$ cat src/rtl/rom_fetch_buffer_if.sv
// Bundle of the ROM-side request/ack bus and the core-side fetch/redirect
// signals seen by the prefetch buffer.
interface rom_fetch_buffer_if #(
  parameter int unsigned ADDR_WIDTH = 16
) ();
  logic [ADDR_WIDTH-3:0] rom_addr_o;
  logic                  rom_stb_o;
  logic [31:0]           rom_data_i;
  logic                  rom_ack_i;
  logic                  redirect_i;
  logic [ADDR_WIDTH-1:0] redirect_addr_i;
  logic [31:0]           instr_o;
  logic [ADDR_WIDTH-1:0] pc_o;
  logic                  valid_o;
  logic                  ready_i;

  modport master (
    output rom_addr_o, rom_stb_o, instr_o, pc_o, valid_o,
    input  rom_data_i, rom_ack_i, redirect_i, redirect_addr_i, ready_i
  );

  modport slave (
    input  rom_addr_o, rom_stb_o, instr_o, pc_o, valid_o,
    output rom_data_i, rom_ack_i, redirect_i, redirect_addr_i, ready_i
  );
endinterface

$ cat src/rtl/rom_fetch_buffer.sv
// Instruction prefetch stage: sequential single-outstanding ROM reads captured
// into a small FIFO, with redirect flushing of buffered and in-flight words.
module rom_fetch_buffer #(
  parameter int unsigned           ADDR_WIDTH = 16,
  parameter int unsigned           DEPTH      = 4,
  parameter logic [ADDR_WIDTH-1:0] RESET_ADDR = '0
) (
  input  logic               clk_i,
  input  logic               rst_i,
  rom_fetch_buffer_if.master bus
);

  localparam int unsigned   WA         = ADDR_WIDTH - 2;
  localparam int unsigned   PW         = $clog2(DEPTH);
  localparam int unsigned   CW         = PW + 1;
  localparam logic [WA-1:0] RESET_WORD = RESET_ADDR[ADDR_WIDTH-1:2];
  localparam logic [CW-1:0] FULL       = CW'(DEPTH);

  typedef enum logic [1:0] {IDLE, BUSY, FLUSH} state_t;

  state_t        state;
  logic          stb_q;
  logic [WA-1:0] addr_q;
  logic [WA-1:0] fetch_ptr;
  logic [WA-1:0] target;

  logic [31:0]   data_mem [DEPTH];
  logic [WA-1:0] pc_mem   [DEPTH];
  logic [PW-1:0] wr_ptr;
  logic [PW-1:0] rd_ptr;
  logic [CW-1:0] count;
  logic [CW-1:0] count_after;

  logic          ack;
  logic          push;
  logic          pop;
  logic          credit;
  logic          redirect;
  logic          valid;
  logic [WA-1:0] redirect_word;
  logic [WA-1:0] seq_ptr;
  logic [WA-1:0] flush_word;
  logic [1:0]    unused_addr_bits;

  assign redirect         = bus.redirect_i;
  assign redirect_word    = bus.redirect_addr_i[ADDR_WIDTH-1:2];
  assign unused_addr_bits = bus.redirect_addr_i[1:0];
  assign seq_ptr          = fetch_ptr + WA'(1);
  assign flush_word       = redirect ? redirect_word : target;
  assign valid            = (count != '0);

  // Acks only complete a live request; in FLUSH the returned word is dropped.
  assign ack  = bus.rom_ack_i & stb_q;
  assign push = ack & (state == BUSY) & ~redirect;
  assign pop  = valid & bus.ready_i & ~redirect;

  always_comb begin
    count_after = count;
    if (redirect) begin
      count_after = '0;
    end else if (push && !pop) begin
      count_after = count + CW'(1);
    end else if (pop && !push) begin
      count_after = count - CW'(1);
    end
  end

  // A new request is only issued when it is guaranteed a FIFO slot.
  assign credit = (count_after < FULL);

  always_ff @(posedge clk_i) begin
    if (rst_i) begin
      state     <= IDLE;
      stb_q     <= 1'b0;
      addr_q    <= RESET_WORD;
      fetch_ptr <= RESET_WORD;
      target    <= RESET_WORD;
    end else begin
      unique case (state)
        IDLE: begin
          if (redirect) begin
            fetch_ptr <= redirect_word;
            addr_q    <= redirect_word;
            stb_q     <= 1'b1;
            state     <= BUSY;
          end else if (credit) begin
            addr_q <= fetch_ptr;
            stb_q  <= 1'b1;
            state  <= BUSY;
          end
        end
        BUSY: begin
          if (ack) begin
            if (redirect) begin
              fetch_ptr <= redirect_word;
              addr_q    <= redirect_word;
              stb_q     <= 1'b1;
            end else begin
              fetch_ptr <= seq_ptr;
              addr_q    <= seq_ptr;
              stb_q     <= credit;
              state     <= credit ? BUSY : IDLE;
            end
          end else if (redirect) begin
            target <= redirect_word;
            state  <= FLUSH;
          end
        end
        FLUSH: begin
          if (ack) begin
            fetch_ptr <= flush_word;
            addr_q    <= flush_word;
            stb_q     <= credit;
            state     <= credit ? BUSY : IDLE;
          end else if (redirect) begin
            target <= redirect_word;
          end
        end
        default: begin
          state <= IDLE;
          stb_q <= 1'b0;
        end
      endcase
    end
  end

  always_ff @(posedge clk_i) begin
    if (rst_i || redirect) begin
      wr_ptr <= '0;
      rd_ptr <= '0;
      count  <= '0;
    end else begin
      if (push) wr_ptr <= wr_ptr + PW'(1);
      if (pop)  rd_ptr <= rd_ptr + PW'(1);
      count <= count_after;
    end
  end

  always_ff @(posedge clk_i) begin
    if (push) begin
      data_mem[wr_ptr] <= bus.rom_data_i;
      pc_mem[wr_ptr]   <= fetch_ptr;
    end
  end

  assign bus.rom_stb_o  = stb_q;
  assign bus.rom_addr_o = addr_q;
  assign bus.valid_o    = valid;
  assign bus.instr_o    = valid ? data_mem[rd_ptr] : '0;
  assign bus.pc_o       = valid ? {pc_mem[rd_ptr], 2'b00} : '0;

endmodule

$ cat src/flat_wrapper.sv
// flat-port wrapper written by rule: the top's interface ports become plain ports
module rom_fetch_buffer_flat 
#(
  parameter int unsigned           ADDR_WIDTH = 16,
  parameter int unsigned           DEPTH      = 4,
  parameter logic [ADDR_WIDTH-1:0] RESET_ADDR = '0
)
  (clk_i, rst_i, bus_rom_addr_o, bus_rom_stb_o, bus_instr_o, bus_pc_o, bus_valid_o, bus_rom_data_i, bus_rom_ack_i, bus_redirect_i, bus_redirect_addr_i, bus_ready_i);
  rom_fetch_buffer_if #(.ADDR_WIDTH(ADDR_WIDTH)) bus_i ();
  input  logic clk_i;
  input  logic rst_i;
  output wire logic [$bits(bus_i.rom_addr_o)-1:0] bus_rom_addr_o;
  output wire logic [$bits(bus_i.rom_stb_o)-1:0] bus_rom_stb_o;
  output wire logic [$bits(bus_i.instr_o)-1:0] bus_instr_o;
  output wire logic [$bits(bus_i.pc_o)-1:0] bus_pc_o;
  output wire logic [$bits(bus_i.valid_o)-1:0] bus_valid_o;
  input wire logic [$bits(bus_i.rom_data_i)-1:0] bus_rom_data_i;
  input wire logic [$bits(bus_i.rom_ack_i)-1:0] bus_rom_ack_i;
  input wire logic [$bits(bus_i.redirect_i)-1:0] bus_redirect_i;
  input wire logic [$bits(bus_i.redirect_addr_i)-1:0] bus_redirect_addr_i;
  input wire logic [$bits(bus_i.ready_i)-1:0] bus_ready_i;
  assign bus_rom_addr_o = bus_i.rom_addr_o;
  assign bus_rom_stb_o = bus_i.rom_stb_o;
  assign bus_instr_o = bus_i.instr_o;
  assign bus_pc_o = bus_i.pc_o;
  assign bus_valid_o = bus_i.valid_o;
  assign bus_i.rom_data_i = bus_rom_data_i;
  assign bus_i.rom_ack_i = bus_rom_ack_i;
  assign bus_i.redirect_i = bus_redirect_i;
  assign bus_i.redirect_addr_i = bus_redirect_addr_i;
  assign bus_i.ready_i = bus_ready_i;
  rom_fetch_buffer #(.ADDR_WIDTH(ADDR_WIDTH), .DEPTH(DEPTH), .RESET_ADDR(RESET_ADDR)) u_core (.clk_i(clk_i), .rst_i(rst_i), .bus(bus_i));
endmodule
$ cat config.mk
export PLATFORM = sky130hd
export DESIGN_NAME = rom_fetch_buffer_flat
export DESIGN_NICKNAME = d
export VERILOG_FILES = /design/src/rtl/rom_fetch_buffer_if.sv /design/src/rtl/rom_fetch_buffer.sv /design/src/flat_wrapper.sv
export SDC_FILE = /design/constraint.sdc
export NUM_CORES = 1
export LEC_CHECK = 0
export BUFFER_PORTS_ARGS = -buffer_cell sky130_fd_sc_hd__buf_2
export CAP_MARGIN = 20
export CORE_ASPECT_RATIO = 0.6
export CORE_MARGIN = 2
export CORE_UTILIZATION = 30
export CTS_BUF_LIST = sky130_fd_sc_hd__clkbuf_4
export DETAILED_ROUTE_END_ITERATION = 10
export PLACE_DENSITY_LB_ADDON = 0.25
export SLEW_MARGIN = 20
export SYNTH_ARGS = -nofsm -noshare
export SYNTH_HDL_FRONTEND = slang
export SYNTH_SLANG_ARGS = --single-unit
export TNS_END_PERCENT = 20
$ cat constraint.sdc
create_clock -name clk_i -period 4.14 [get_ports clk_i]
set_clock_uncertainty 0.2 [all_clocks]
set_input_delay 0.828 -clock clk_i [delete_from_list [all_inputs] [get_ports clk_i]]
set_output_delay 0.828 -clock clk_i [all_outputs]
set_load 0.01 [all_outputs]
=== After elaboration in Yosys (flattened, before gate mapping) ===
Memories as Yosys holds them, arrays and structs flattened. A register that Yosys moved wholly into a read port is not among the register bits.
Cells that the tools add are included.

* Bits in registers: 52
* Bits in latches: 0
* RAM bits: 184
* ROM bits: 0
* Bits of input ports: 53
* Output and inout bits: 64
* Memories: 2

* Add/subtract/negate cells: 5
* $mul: 0
* Div/mod/pow operators: 0
* Magnitude comparators: 1
* Equality and inequality tests: 8
* Shift-type cells: 0
* Muxes and demuxes: 34
* Bitwise logic cells: 7
* Reductions and logical operators: 14

{| class="wikitable"
|+ Memory list
! name !! words !! bits a word !! rd ports !! clocked after memory_dff !! write ports !! line !! source
|-
| u_core.data_mem || 4 || 32 || 1 || 1 || 1 || rom_fetch_buffer.sv:27 || <nowiki>logic [31:0] data_mem [DEPTH];</nowiki>
|-
| u_core.pc_mem || 4 || 14 || 1 || 1 || 1 || rom_fetch_buffer.sv:28 || <nowiki>logic [WA-1:0] pc_mem [DEPTH];</nowiki>
|}

{| class="wikitable"
|+ Operators with widths
! cell !! number
|-
| $mux 14 || 7
|-
| $pmux 14 s3 || 2
|-
| $mux 32 || 1
|-
| $mux 2 || 10
|-
| $mux 16 || 1
|-
| $add 14x1->14 const B || 1
|-
| $reduce_and 4->1 || 3
|-
| $mux 3 || 3
|-
| $mux 1 || 8
|-
| $ne 3x2->1 const B || 2
|-
| $pmux 2 s3 || 1
|-
| $reduce_bool 3->1 || 2
|-
| $and 1x1->1 || 5
|-
| $add 2x1->2 const B || 2
|-
| $ne 2x1->1 const B || 2
|-
| $add 3x1->3 const B || 1
|-
| $lt 3x3->1 const B || 1
|-
| $ne 3x3->1 const B || 1
|-
| $pmux 1 s3 || 1
|-
| $reduce_and 3->1 || 1
|-
| $sub 3x1->3 const B || 1
|-
| $eq 2x1->1 const B || 1
|-
| $eq 2x2->1 const B || 1
|-
| $logic_and 1x1->1 || 2
|-
| other kinds (7) || 9
|}

=== Logic depth before layout (Yosys ltp) ===
Gate-level depths: netlist of run 1.

* Depth in word-level cells: 13
* Depth in mapped cells: 14
* Gate-level depth less buffers: 12

=== Worst setup path after synthesis of run 1 ===
No wires, ideal clock.

* Path type: input to register
* From: input port bus_redirect_i
* To: memory u_core.data_mem[0][0], enable pin
* Library setup time: 0.408 ns
* Arrival: 2.775 ns
* Setup slack: 0.757 ns
* Cell stages on the path: 6
* Path buffers: 2
* Cells stage by stage: buf_2 buf_2 nor2_1 nand2_1 clkinv_1 and2_1

* Word-level cells in the longest chain between the ends: 4

{| class="wikitable"
|+ Ends and longest elaborated chain
! what !! line !! source
|-
| from (decl) || flat_wrapper.sv:19 || <nowiki>input wire logic [$bits(bus_i.redirect_i)-1:0] bus_redirect_i;</nowiki>
|-
| $not 1->1 || rom_fetch_buffer.sv:54 || <nowiki>assign push = ack & (state == BUSY) & ~redirect;</nowiki>
|-
| $and 1x1->1 || rom_fetch_buffer.sv:54 ||
|-
| via u_core.push || rom_fetch_buffer.sv:35 || <nowiki>logic push;</nowiki>
|-
| $mux 1 || rom_fetch_buffer.sv:140 || <nowiki>if (push) begin</nowiki>
|-
| $mux 1 (not written as such) || rom_fetch_buffer.sv:141 || <nowiki>data_mem[wr_ptr] <= bus.rom_data_i;</nowiki>
|-
| to (decl) || rom_fetch_buffer.sv:27 ||
|}

The timed path passes the listed nets, and every way through them passes these cells.

==> results of run 1 <==
==> layout by cell type (no fill, tap or decap), types with 7 or more instances in the layout <==
master / synthesis / routed
nor3_1: 7 / 7
buf_4: 2 / 11
inv_1: 13 / 13
edfxtp_1: 184 / 184
nand3_1: 23 / 23
clkbuf_4: 1 / 91
nor2b_1: 56 / 55
xnor2_1: 7 / 7
ha_1: 15 / 15
a211oi_1: 12 / 12
clkinv_2: 0 / 9
o21ai_0: 18 / 18
nand2_1: 23 / 23
a21oi_1: 20 / 20
mux2i_1: 28 / 28
nand2b_1: 8 / 8
o41ai_1: 15 / 15
dfxtp_1: 54 / 52
mux4_2: 46 / 46
buf_2: 15 / 112
clkinv_1: 3 / 15
nor2_1: 49 / 49
==> logic make-up after synthesis <==
| logic type | after synthesis | share of synthesized area [%] |
|---|---|---|
| DFF | 238 | 64.2 |
| and+or+nand+nor | 192 | 9.93 |
| AOI/OAI and AO/OA | 103 | 7.14 |
| muxes | 77 | 13.1 |
| buffers and inverters | 64 | 2.64 |
| adders and majority gates | 15 | 1.82 |
| xor gates and xnor gates | 13 | 1.11 |
| other | 1 | 0.0364 |
==> worst max-delay path by stage <==
| stage | end | slack, ns | start |
|---|---|---|---|
| 3_3_place_gp | u_core.bus.rom_addr_o[1]$_SDFFE_PP0P_ | 0.69 | bus_redirect_i |
| 4_1_cts | bus_pc_o[14] | 0.39 | flop |
| 6_report | bus_pc_o[9] | 0.56 | flop |
| 2_1_floorplan | u_core.data_mem[0][0]$_DFFE_PP_ | 0.76 | bus_redirect_i |
| 3_5_place_dp | u_core.bus.rom_addr_o[1]$_SDFFE_PP0P_ | 0.64 | bus_redirect_i |
| 5_1_grt | bus_pc_o[14] | 0.34 | flop |
==> layout make-up <==
type                    instances  area [µm²]  area share [%]
multi-input cells             402        3430            28.2
clock inverters                23         103           0.842
repair buffers                127         723            5.93
clock buffers                  91         683            5.61
inverters                      16        60.1           0.493
well taps                     459         574            4.71
flip-flops and latches        238        6610            54.3
==> sequential cells by signal (all words and copies together), names as in the netlist, named ones only <==
register               count
u_core.target             14
u_core.fetch_ptr          14
u_core.bus.rom_addr_o     14
u_core.state               2
u_core.rd_ptr              2
u_core.count               3
u_core.pc_mem             56
u_core.wr_ptr              2
u_core.data_mem          128
u_core.bus.rom_stb_o       1
==> where the power goes <==
part | total [mW] | internal, mW | switching, mW
Combinational | 1.33 | 0.510 | 0.823
Clock | 2.00 | 1.01 | 0.984
Sequential | 3.02 | 2.79 | 0.233
Total | 6.35 | 4.31 | 2.04
==> routing by layer <==
layer,vias to the layer above,routed length (µm),GRT usage (%)
li1,3027,-,-
met1,3162,12300,20.4
met5,-,13,0
met4,2,568,5.06
met2,168,10600,20.2
met3,58,1450,3.56
==> worst max-delay path, cell delays in order, from the launching register on <==
cell and delay, ns:
dfxtp_4 0.63, buf_12 0.31, mux4_2 0.58, nor2b_1 0.15, buf_2 0.16
==> metrics by stage <==
stage	worst slack (ns)	utilization [%]	power, mW	instances	cell area (µm²)
global route	0.338	36.1	6.74	1356	12200
global placement	0.688	33.8	4.38	1242	11400
floorplan	0.757	-	3.91	704	10300
finish	0.563	36.1	6.35	1356	12200
CTS	0.386	36.1	6.45	1356	12200
detailed placement	0.635	33.8	4.40	1242	11400
==> reports/metrics.sh, run 1 <==
POST_CTS_HOLD_BUFFER_COUNT=0
DIEWIDTH_UM=243
INITIAL_UTIL_PCT=30.5
FINALMAXSLEWVIOLATIONS=0
GLOBAL_ROUTE.OVERFLOW_TOTAL=0
FINALWEIGHTEDCONGESTION=0.759
MAXSLEWHEADROOM_PCT=39.6
CTS_RESIZED=0
POST_ROUTE_CELLS_DRIVE_ABOVE_1_SHARE_PCT=33.0
GRT_START_MAX_NET_PINS=62
FLOORPLAN.DIE_AREA_UM2=35800
FINALHOLDWORSTSLACK_NS=0.131
ANTENNA_CELLS_INSERTED=0
SYNTHESIZED_INSTANCE_COUNT=703
SETUP.WORST_PATH.CLASS='reg2out'
YOSYS_WARNINGS=0
DETAILEDROUTE.FIRSTPASSITERATIONCOUNT=6
NETS=913
YOSYS_MOST_USED_DFF='edfxtp_1'
WIRE_PER_INST_UM=18.4
CLASS_OF_THE_TIGHTEST_HOLD_OR_REMOVAL_CHECK='in2reg'
PLACE_HPWL_MM=15.1
FINALCRITPERIODSHARE_PCT=86.4
GRT_PASS1_VIAS=6552
SYNTH.MOST_COMMON_CELL='edfxtp_1'
YS_SEQ_ELEMENTS=238
REG2REG_FROM='u_core.state[0]$_SDFFE_PP0P_'
SYNTH.YOSYS.SEQ_AREA_SHARE_PCT=64.2
STARTPOINT_TYPE='flop'
WORSTMARGINPINSLEW_NS=0.905
SYNTHTOLAYOUTAREAGROWTH_PCT=18.4
WORST-PATH-MAX-FANOUT=28
CTS_TREE='done'
HOLDCRITSTARTPOINT='bus_rom_data_i[25]'
ROUTE.VIAS.TOTAL=6417
YS_TYPES=64
FINALSETUPVIOLCOUNT=0
GRT_PASS1_WL_MM=38.5
SYNTH_EDF_COUNT=184
FINAL.MIN_CLOCK_PERIOD_NS=3.58
VDD.IR_DROP.WORST_mV=0.306
NETLIST.TOP_CELL.BY_AREA='edfxtp_1'
MAX_CLOCK_FREQ_MHz=280
DIE_HEIGHT_UM=147
TIMING.CRITICAL_PATH.REQUIRED_NS=3.11
SYNTH_TOP_AREA_SHARE_PCT=53.7
STATUS='completed'
TIMING.HOLD.WORST_ENDPOINT='u_core.data_mem[0][25]$_DFFE_PP_'
NUMCTSBUFFERS=60
REGTOREGSETUPSLACK_NS=0.62
TIMING.RR.END='u_core.bus.rom_addr_o[1]$_SDFFE_PP0P_'
DATA_ARRIVAL_TIME_OF_THE_CRITICAL_PATH_NS=2.55
CTSHTREEMAXLEVEL=2
MAPPEDNETLISTAREA_UM2=10300
R2R_CELLS=11
PLACEABLECOREAREA_UM2=33800
POSTCTSSETUPBUFFERS=0
FINALSETUPTNS_NS=0
RSZ0062_AT_GRT='false'
CTS-ROOT-TO-SINK-BUFFERS=3
FLOORPLAN.ROWS=52
POWER.LEAKAGE_nW=4.28
MAX-CAP-VIOLATIONS=0
CLOCK_INSERTION_DELAY_WORST_SKEW_NS=0.73
CLOCK-SINKS=238
ROUTED_WL_MM=24.9
FILLERINSTANCES=3334
DRT_FIRST_ITER_VIOLATIONS=389
CTS.ROOT.BUFFER_CELL='clkbuf_4'
VIAS_PER_CELL=4.73
PWR_DENSITY_CELL_nW_PER_UM2=521
CP-END-KIND='primary output'
SYNTH.TOP_CELLS.BY_COUNT='edfxtp_1, nor2b_1, dfxtp_1, nor2_1, mux4_2'
ROUTE.DETAILED.DRC=0
ANTENNA_FOUND_INITIAL=2
WORSTHOLDPATHCELLS=1
FINALHOLDVIOLCOUNT=0
IO_BUFFERS=112
CLK_TRANSITION_REPORTED_PATHS_NS=0.07
SYN-MEAN-INSTANCE-AREA_UM2=14.6
SYNTH.AREA.TOP_CELLS='edfxtp_1, dfxtp_1, mux4_2'
PIN_COUNT=117
DRT.ANTENNA.VIOLATING_NETS=0
POST_SYNTHESIS_ASYNC_SET_OR_RESET_FLOP_SHARE_PCT=0
TRACK_USAGE_PCT=14.0
No activity file was read; power rests on OpenSTA's default activity.
==> run 2, diff against run 1 <==
==> constraint.sdc (replaced) <==
create_clock -name clk_i -period 3.1 [get_ports clk_i]
set_clock_uncertainty 0.2 [all_clocks]
set_input_delay 0.62 -clock clk_i [delete_from_list [all_inputs] [get_ports clk_i]]
set_output_delay 0.62 -clock clk_i [all_outputs]
set_load 0.01 [all_outputs]
==> reports/metrics.sh, run 2 (same netlist as run 1, synthesis figures left out) <==
STATUS='completed'
STANDARD_CELL_WITH_THE_MAXIMUM_STAGE_DELAY_ON_THE_CRITICAL_PATH='mux4_2'
SETUP.WORST_PATH.CLASS='reg2out'
FLOORPLAN.ROWS=52  # unchanged
PIN_COUNT=117  # unchanged
CLOCK-SINKS=238  # unchanged
DETAILEDROUTE.FIRSTPASSITERATIONCOUNT=6  # unchanged
DRT_FIRST_ITER_VIOLATIONS=486  # +25%
ROUTE.DETAILED.DRC=0  # unchanged
TIMING.CRITICAL_PATH.REQUIRED_NS=2.28  # -0.83 ns
DRT.ANTENNA.VIOLATING_NETS=0  # unchanged
CLASS_OF_THE_TIGHTEST_HOLD_OR_REMOVAL_CHECK='in2reg'
FIN_AREA_UM2=12900  # +5.8%
GRT_PASS1_VIAS=6825  # +4.2%
CTS.ROOT.BUFFER_CELL='clkbuf_4'
NETS=976  # +6.9%
INITIAL_UTIL_PCT=30.5  # unchanged
FINAL_CORE_UTILIZATION_PCT=38.2  # +2.1 points
CP-END-KIND='primary output'
STARTPOINT_TYPE='flop'
LARGEST_REGISTER_FF_COUNT=128  # unchanged
FLOORPLAN.DIE_AREA_UM2=35800  # unchanged
CLOCK_INSERTION_DELAY_WORST_SKEW_NS=0.71  # -0.02 ns
VDD.IR_DROP.WORST_mV=0.340  # +11%
DIEWIDTH_UM=243  # unchanged
HOLDCRITSTARTPOINT='bus_redirect_addr_i[15]'
GRT_START_MAX_NET_PINS=62  # unchanged
CRITICAL-PATH-MAX-STAGE-DELAY_NS=0.52  # -0.11 ns
TRACK_USAGE_PCT=14.3  # +0.24 points
GLOBAL_ROUTE.OVERFLOW_TOTAL=0  # unchanged
TIMING.CRITICAL_PATH.MAX_DELAY_FAMILY='multiplexers'
VIAS_PER_CELL=4.71  # -0.38%
REGTOREGSETUPSLACK_NS=0.20  # -0.42 ns
NUMCTSBUFFERS=59  # -1.7%
PLACEABLECOREAREA_UM2=33800  # unchanged
FINALMAXSLEWVIOLATIONS=0  # unchanged
ROUTED_WL_MM=25.8  # +3.3%
REG2REG_FROM='u_core.count[0]$_SDFFE_PP0P_'
TIMING.RR.END='u_core.bus.rom_addr_o[13]$_SDFFE_PP0P_'
R2R_CELLS=12  # +1
IO_BUFFERS=112  # unchanged
ANTENNA_CELLS_INSERTED=0  # unchanged
FINALWEIGHTEDCONGESTION=0.751  # -1.1%
MAX_CLOCK_FREQ_MHz=330
WORST-PATH-MAX-FANOUT=12  # -57%
CTS-ROOT-TO-SINK-BUFFERS=3  # unchanged
MAX-CAP-VIOLATIONS=0  # unchanged
REGMOSTFLOPS='u_core.data_mem'
POWER.LEAKAGE_nW=4.57  # +6.7%
ROUTE.VIAS.TOTAL=6647  # +3.6%
LEADING_CELL_TYPES_IN_THE_LAYOUT_FILL_AND_TAPS_EXCLUDED='edfxtp_1, buf_2, clkbuf_4'
FINALCRITPERIODSHARE_PCT=97.7
MAXSLEWHEADROOM_PCT=44.5  # +4.9 points
POST-ROUTE-WORST-SETUP-SLACK_NS=0.0715  # -0.492 ns
WORSTPATHBUFFERINVERTERCOUNT=2  # unchanged
WORSTHOLDPATHCELLS=3  # +2
RSZ0062_AT_GRT='true'
MOSTFREQUENTLAYOUTCELL='edfxtp_1'
WIRE_PER_INST_UM=18.3  # -0.65%
FINALSETUPVIOLCOUNT=0  # unchanged
FILLERINSTANCES=3207  # -3.8%
ANTENNA_FOUND_INITIAL=0  # -2
PLACEMENT.SETUP.WORST_SLACK_NS=0.205  # -0.430 ns
LAYOUT_TOP_REGISTERS='u_core.data_mem x128, u_core.pc_mem x56'
CTSHTREEMAXLEVEL=2  # unchanged
SYNTHTOLAYOUTAREAGROWTH_PCT=25.2
CLK_TRANSITION_REPORTED_PATHS_NS=0.06  # about the same
DIE_HEIGHT_UM=147  # unchanged
DATA_ARRIVAL_TIME_OF_THE_CRITICAL_PATH_NS=2.21  # -0.34 ns
POST_ROUTE_CELLS_DRIVE_ABOVE_1_SHARE_PCT=32.0  # -1.0 points
TIMING.CRITICAL_PATH.CELLS='buf_16 > mux4_2 > nor2b_1 > buf_2'
GRT_PASS1_WL_MM=39.2  # +1.9%
PLACE_HPWL_MM=15.7  # +4.3%
CTS_TREE='done'
TIMING.HOLD.WORST_ENDPOINT='u_core.target[13]$_SDFFE_PP0P_'
FINALHOLDVIOLCOUNT=0  # unchanged
DETAILED_PLACE.AREA_UM2=11600  # +1.9%
FINAL.MIN_CLOCK_PERIOD_NS=3.03
WORSTMARGINPINSLEW_NS=0.831  # -0.0736 ns
PWR_DENSITY_CELL_nW_PER_UM2=661  # +27%
run 2: report_power, final:
part / switching, mW / internal [mW] / total, mW
Clock: 1.25 / 1.28 / 2.53
Combinational: 1.19 / 0.824 / 2.01
Sequential: 0.251 / 3.72 / 3.97
run 2: worst max-delay path by stage:
stage,to,slack [ns],depth (start not counted)
floorplan,u_core.data_mem[2][0]$_DFFE_PP_,-0.08,6
global placement,u_core.bus.rom_addr_o[13]$_SDFFE_PP0P_,0.25,12
detailed placement,u_core.bus.rom_addr_o[13]$_SDFFE_PP0P_,0.20,11
CTS,bus_instr_o[7],-0.06,4
global route,bus_pc_o[14],-0.07,4
finish,bus_pc_o[15],0.07,4
run 2: stage by stage:
step                cells  power [mW]  hold slack, ns  setup TNS [ns]
global placement     1258        5.98           0.249               0
detailed placement   1258        5.99           0.255               0
CTS                  1409        8.63         0.00300          -0.818
floorplan             704        5.22           0.252           -6.97
global route         1410        9.04          0.0383           -1.79
finish               1410        8.51          0.0676               0
run 2: tightest hold or removal path, stage by stage:
cell and delay [ns]:
buf_2 0.13, mux2i_1 0.08, nor2_1 0.08
run 2: final cells by class:
| class | count | area [µm²] | area share (%) |
|---|---|---|---|
| clock buffer | 87 | 653 | 5.07 |
| inverter | 16 | 60.1 | 0.466 |
| multi-input combinational | 402 | 3430 | 26.6 |
| sequential | 238 | 6610 | 51.3 |
| tap | 459 | 574 | 4.46 |
| timing repair buffer | 191 | 1490 | 11.5 |
| clock inverter | 17 | 71.3 | 0.553 |
run 2: what timing repair did:
item                                    4_1_cts  5_1_grt
setup buffers                                 0        0
endpoints found under the hold margin       150        0
endpoints found under the setup margin       47       45
gates cloned                                  2        1
resized for setup                             5        0
pin swaps                                     0        0
hold buffers                                 45        0
run 2: layer usage:
| metal | wire length [µm] | vias up | track usage, % |
|---|---|---|---|
| met2 | 10800 | 171 | 19.9 |
| li1 | - | 3148 | - |
| met1 | 13000 | 3282 | 21.4 |
| met5 | 0 | - | 0 |
| met3 | 1430 | 46 | 3.79 |
| met4 | 478 | 0 | 4.60 |
==> run 3, diff against run 2 <==
--- a/config.mk
+++ b/config.mk
@@ -5,13 +5,13 @@
 export SDC_FILE = /design/constraint.sdc
 export NUM_CORES = 1
 export LEC_CHECK = 0
-export BUFFER_PORTS_ARGS = -buffer_cell sky130_fd_sc_hd__buf_2
 export CAP_MARGIN = 20
 export CORE_ASPECT_RATIO = 0.6
 export CORE_MARGIN = 2
 export CORE_UTILIZATION = 30
 export CTS_BUF_LIST = sky130_fd_sc_hd__clkbuf_4
 export DETAILED_ROUTE_END_ITERATION = 10
+export DONT_BUFFER_PORTS = 1
 export PLACE_DENSITY_LB_ADDON = 0.25
 export SLEW_MARGIN = 20
 export SYNTH_ARGS = -nofsm -noshare
==> reports/metrics.sh, run 3 (same netlist as run 1, synthesis figures left out) <==
CLASS_OF_THE_TIGHTEST_HOLD_OR_REMOVAL_CHECK='in2reg'
TRACK_USAGE_PCT=14.4  # +0.17 points
SETUP.WORST_PATH.CLASS='reg2out'
TIMING.CRITICAL_PATH.REQUIRED_NS=2.28  # about the same
WIRE_PER_INST_UM=19.5  # +6.9%
IO_BUFFERS=0  # -100%
VDD.IR_DROP.WORST_mV=0.251  # -26%
DRT.ANTENNA.VIOLATING_NETS=0  # unchanged
GLOBAL_ROUTE.OVERFLOW_TOTAL=0  # unchanged
FIN_AREA_UM2=12300  # -4.7%
POWER.LEAKAGE_nW=4.03  # -12%
NETS=871  # -11%
LARGEST_REGISTER_FF_COUNT=128  # unchanged
ROUTE.DETAILED.DRC=0  # unchanged
CTSHTREEMAXLEVEL=2  # unchanged
INITIAL_UTIL_PCT=30.5  # unchanged
CLOCK_INSERTION_DELAY_WORST_SKEW_NS=0.72  # about the same
STARTPOINT_TYPE='flop'
GRT_PASS1_VIAS=6541  # -4.2%
VIAS_PER_CELL=4.84  # +2.6%
FLOORPLAN.DIE_AREA_UM2=35800  # unchanged
GRT_PASS1_WL_MM=39.5  # +0.56%
POST_ROUTE_CELLS_DRIVE_ABOVE_1_SHARE_PCT=23.4  # -8.6 points
MOSTFREQUENTLAYOUTCELL='edfxtp_1'
CLOCK-SINKS=238  # unchanged
PLACEABLECOREAREA_UM2=33800  # unchanged
MAX-CAP-VIOLATIONS=0  # unchanged
FINALMAXSLEWVIOLATIONS=0  # unchanged
WORSTMARGINPINSLEW_NS=1.07  # +0.236 ns
FINALCRITPERIODSHARE_PCT=94.8  # -2.9 points
NUMCTSBUFFERS=58  # -1.7%
DETAILED_PLACE.AREA_UM2=11000  # -5.5%
DETAILEDROUTE.FIRSTPASSITERATIONCOUNT=5  # -1
DATA_ARRIVAL_TIME_OF_THE_CRITICAL_PATH_NS=2.12  # -0.09 ns
FLOORPLAN.ROWS=52  # unchanged
FINAL.MIN_CLOCK_PERIOD_NS=2.94  # -0.0896 ns
PLACE_HPWL_MM=15.8  # +0.61%
DIE_HEIGHT_UM=147  # unchanged
ROUTE.VIAS.TOTAL=6352  # -4.4%
TIMING.CRITICAL_PATH.CELLS='inv_1 > ha_1 > nor2b_4 > buf_6 > nor2b_1'
GRT_START_MAX_NET_PINS=57  # -8.1%
FINALHOLDVIOLCOUNT=0  # unchanged
DIEWIDTH_UM=243  # unchanged
CLK_TRANSITION_REPORTED_PATHS_NS=0.08  # +0.02 ns
FINALSETUPVIOLCOUNT=0  # unchanged
PIN_COUNT=117  # unchanged
WORST-PATH-MAX-FANOUT=47  # +35
SYNTHTOLAYOUTAREAGROWTH_PCT=19.4
ANTENNA_FOUND_INITIAL=4  # +4
CTS.ROOT.BUFFER_CELL='clkbuf_4'
STATUS='completed'
CP-END-KIND='primary output'
LEADING_CELL_TYPES_IN_THE_LAYOUT_FILL_AND_TAPS_EXCLUDED='edfxtp_1, clkbuf_4, dfxtp_1'
CTS_TREE='done'
LAYOUT_TOP_REGISTERS='u_core.data_mem x128, u_core.pc_mem x56'
STANDARD_CELL_WITH_THE_MAXIMUM_STAGE_DELAY_ON_THE_CRITICAL_PATH='dfxtp_1'
FINALSETUPTNS_NS=0  # unchanged
DRT_FIRST_ITER_VIOLATIONS=459  # -5.6%
MAXSLEWHEADROOM_PCT=28.3  # -16 points
CRITICAL-PATH-MAX-STAGE-DELAY_NS=0.38  # -0.14 ns
REGMOSTFLOPS='u_core.data_mem'
RSZ0062_AT_GRT='true'
FINAL_CORE_UTILIZATION_PCT=36.4  # -1.8 points
CTS-ROOT-TO-SINK-BUFFERS=3  # unchanged
ROUTED_WL_MM=25.7  # -0.46%
PWR_DENSITY_CELL_nW_PER_UM2=680  # +3.0%
FINALWEIGHTEDCONGESTION=0.776  # +3.3%
MAX_CLOCK_FREQ_MHz=340  # +3.0%
run 3: cell types whose count changed in the layout (fill, tap and decap cells not counted), sizes merged:
| cell | delta |
|---|---|
| diode | +3 |
| clkbuf | -10 |
| clkinv | +13 |
| dlygate4sd3 | +5 |
| buf | -108 |
run 3: per-layer routing:
| metal | up-vias | global-route usage [%] | part of all wire [%] |
|---|---|---|---|
| met4 | 2 | 4.91 | 2.3 |
| met5 | - | 0 | 0.051 |
| met3 | 51 | 4.85 | 8.1 |
| li1 | 2959 | - | - |
| met1 | 3142 | 21.1 | 48 |
| met2 | 198 | 19.9 | 41 |
run 3: worst max-delay path: cells and delay by family, from the launching register on:
family / cells / cell delay [ns]
buffers and inverters: 2 / 0.32
adder cells (fa/ha/maj): 1 / 0.21
flip-flops: 1 / 0.38
AND/OR/NAND/NOR: 2 / 0.46
run 3: repair_timing:
action | in CTS | in global routing
buffers inserted | 2 | 0
hold buffers | 51 | 0
hold endpoints to repair | 181 | 0
setup endpoints to repair | 47 | 9
gates resized for setup | 9 | 4
run 3: final timing paths:
kind | startpoint | cells past startpoint | slack, ns | end
max | u_core.count[0]$_SDFFE_PP0P_ | 5 | 0.16 | bus_pc_o[11]
min | bus_redirect_addr_i[9] | 2 | 0.07 | u_core.bus.rom_addr_o[7]$_SDFFE_PP0P_
max reg2reg | u_core.count[0]$_SDFFE_PP0P_ | 11 | 0.19 | u_core.bus.rom_addr_o[8]$_SDFFE_PP0P_
min reg2reg | u_core.target[9]$_SDFFE_PP0P_ | 2 | 0.30 | u_core.target[9]$_SDFFE_PP0P_
run 3: area by class of cell:
cell class                 count  area, µm²
fill                        3252      21500
sequential                   238       6610
multi-input combinational    402       3450
timing repair buffer          87        865
clock buffer                  78        586
tap                          459        574
clock inverter                30        129
inverter                      16       60.1
antenna                        3       7.51
run 3: power breakdown:
part	leakage, nW	total, mW	internal (mW)	switching, mW
Combinational	1.50	1.88	0.732	1.15
Clock	0.423	2.50	1.19	1.31
Sequential	2.11	3.98	3.72	0.259
run 3: stage by stage:
stage	total power [mW]	cells	hold slack (ns)	setup WS, ns
3_5_place_dp	5.82	1149	0.280	0.256
2_1_floorplan	5.22	704	0.252	-0.0750
4_1_cts	8.48	1310	0.00125	0.00937
6_report	8.36	1313	0.0705	0.161
5_1_grt	8.89	1312	0.0136	-0.00145
3_3_place_gp	5.82	1149	0.272	0.255
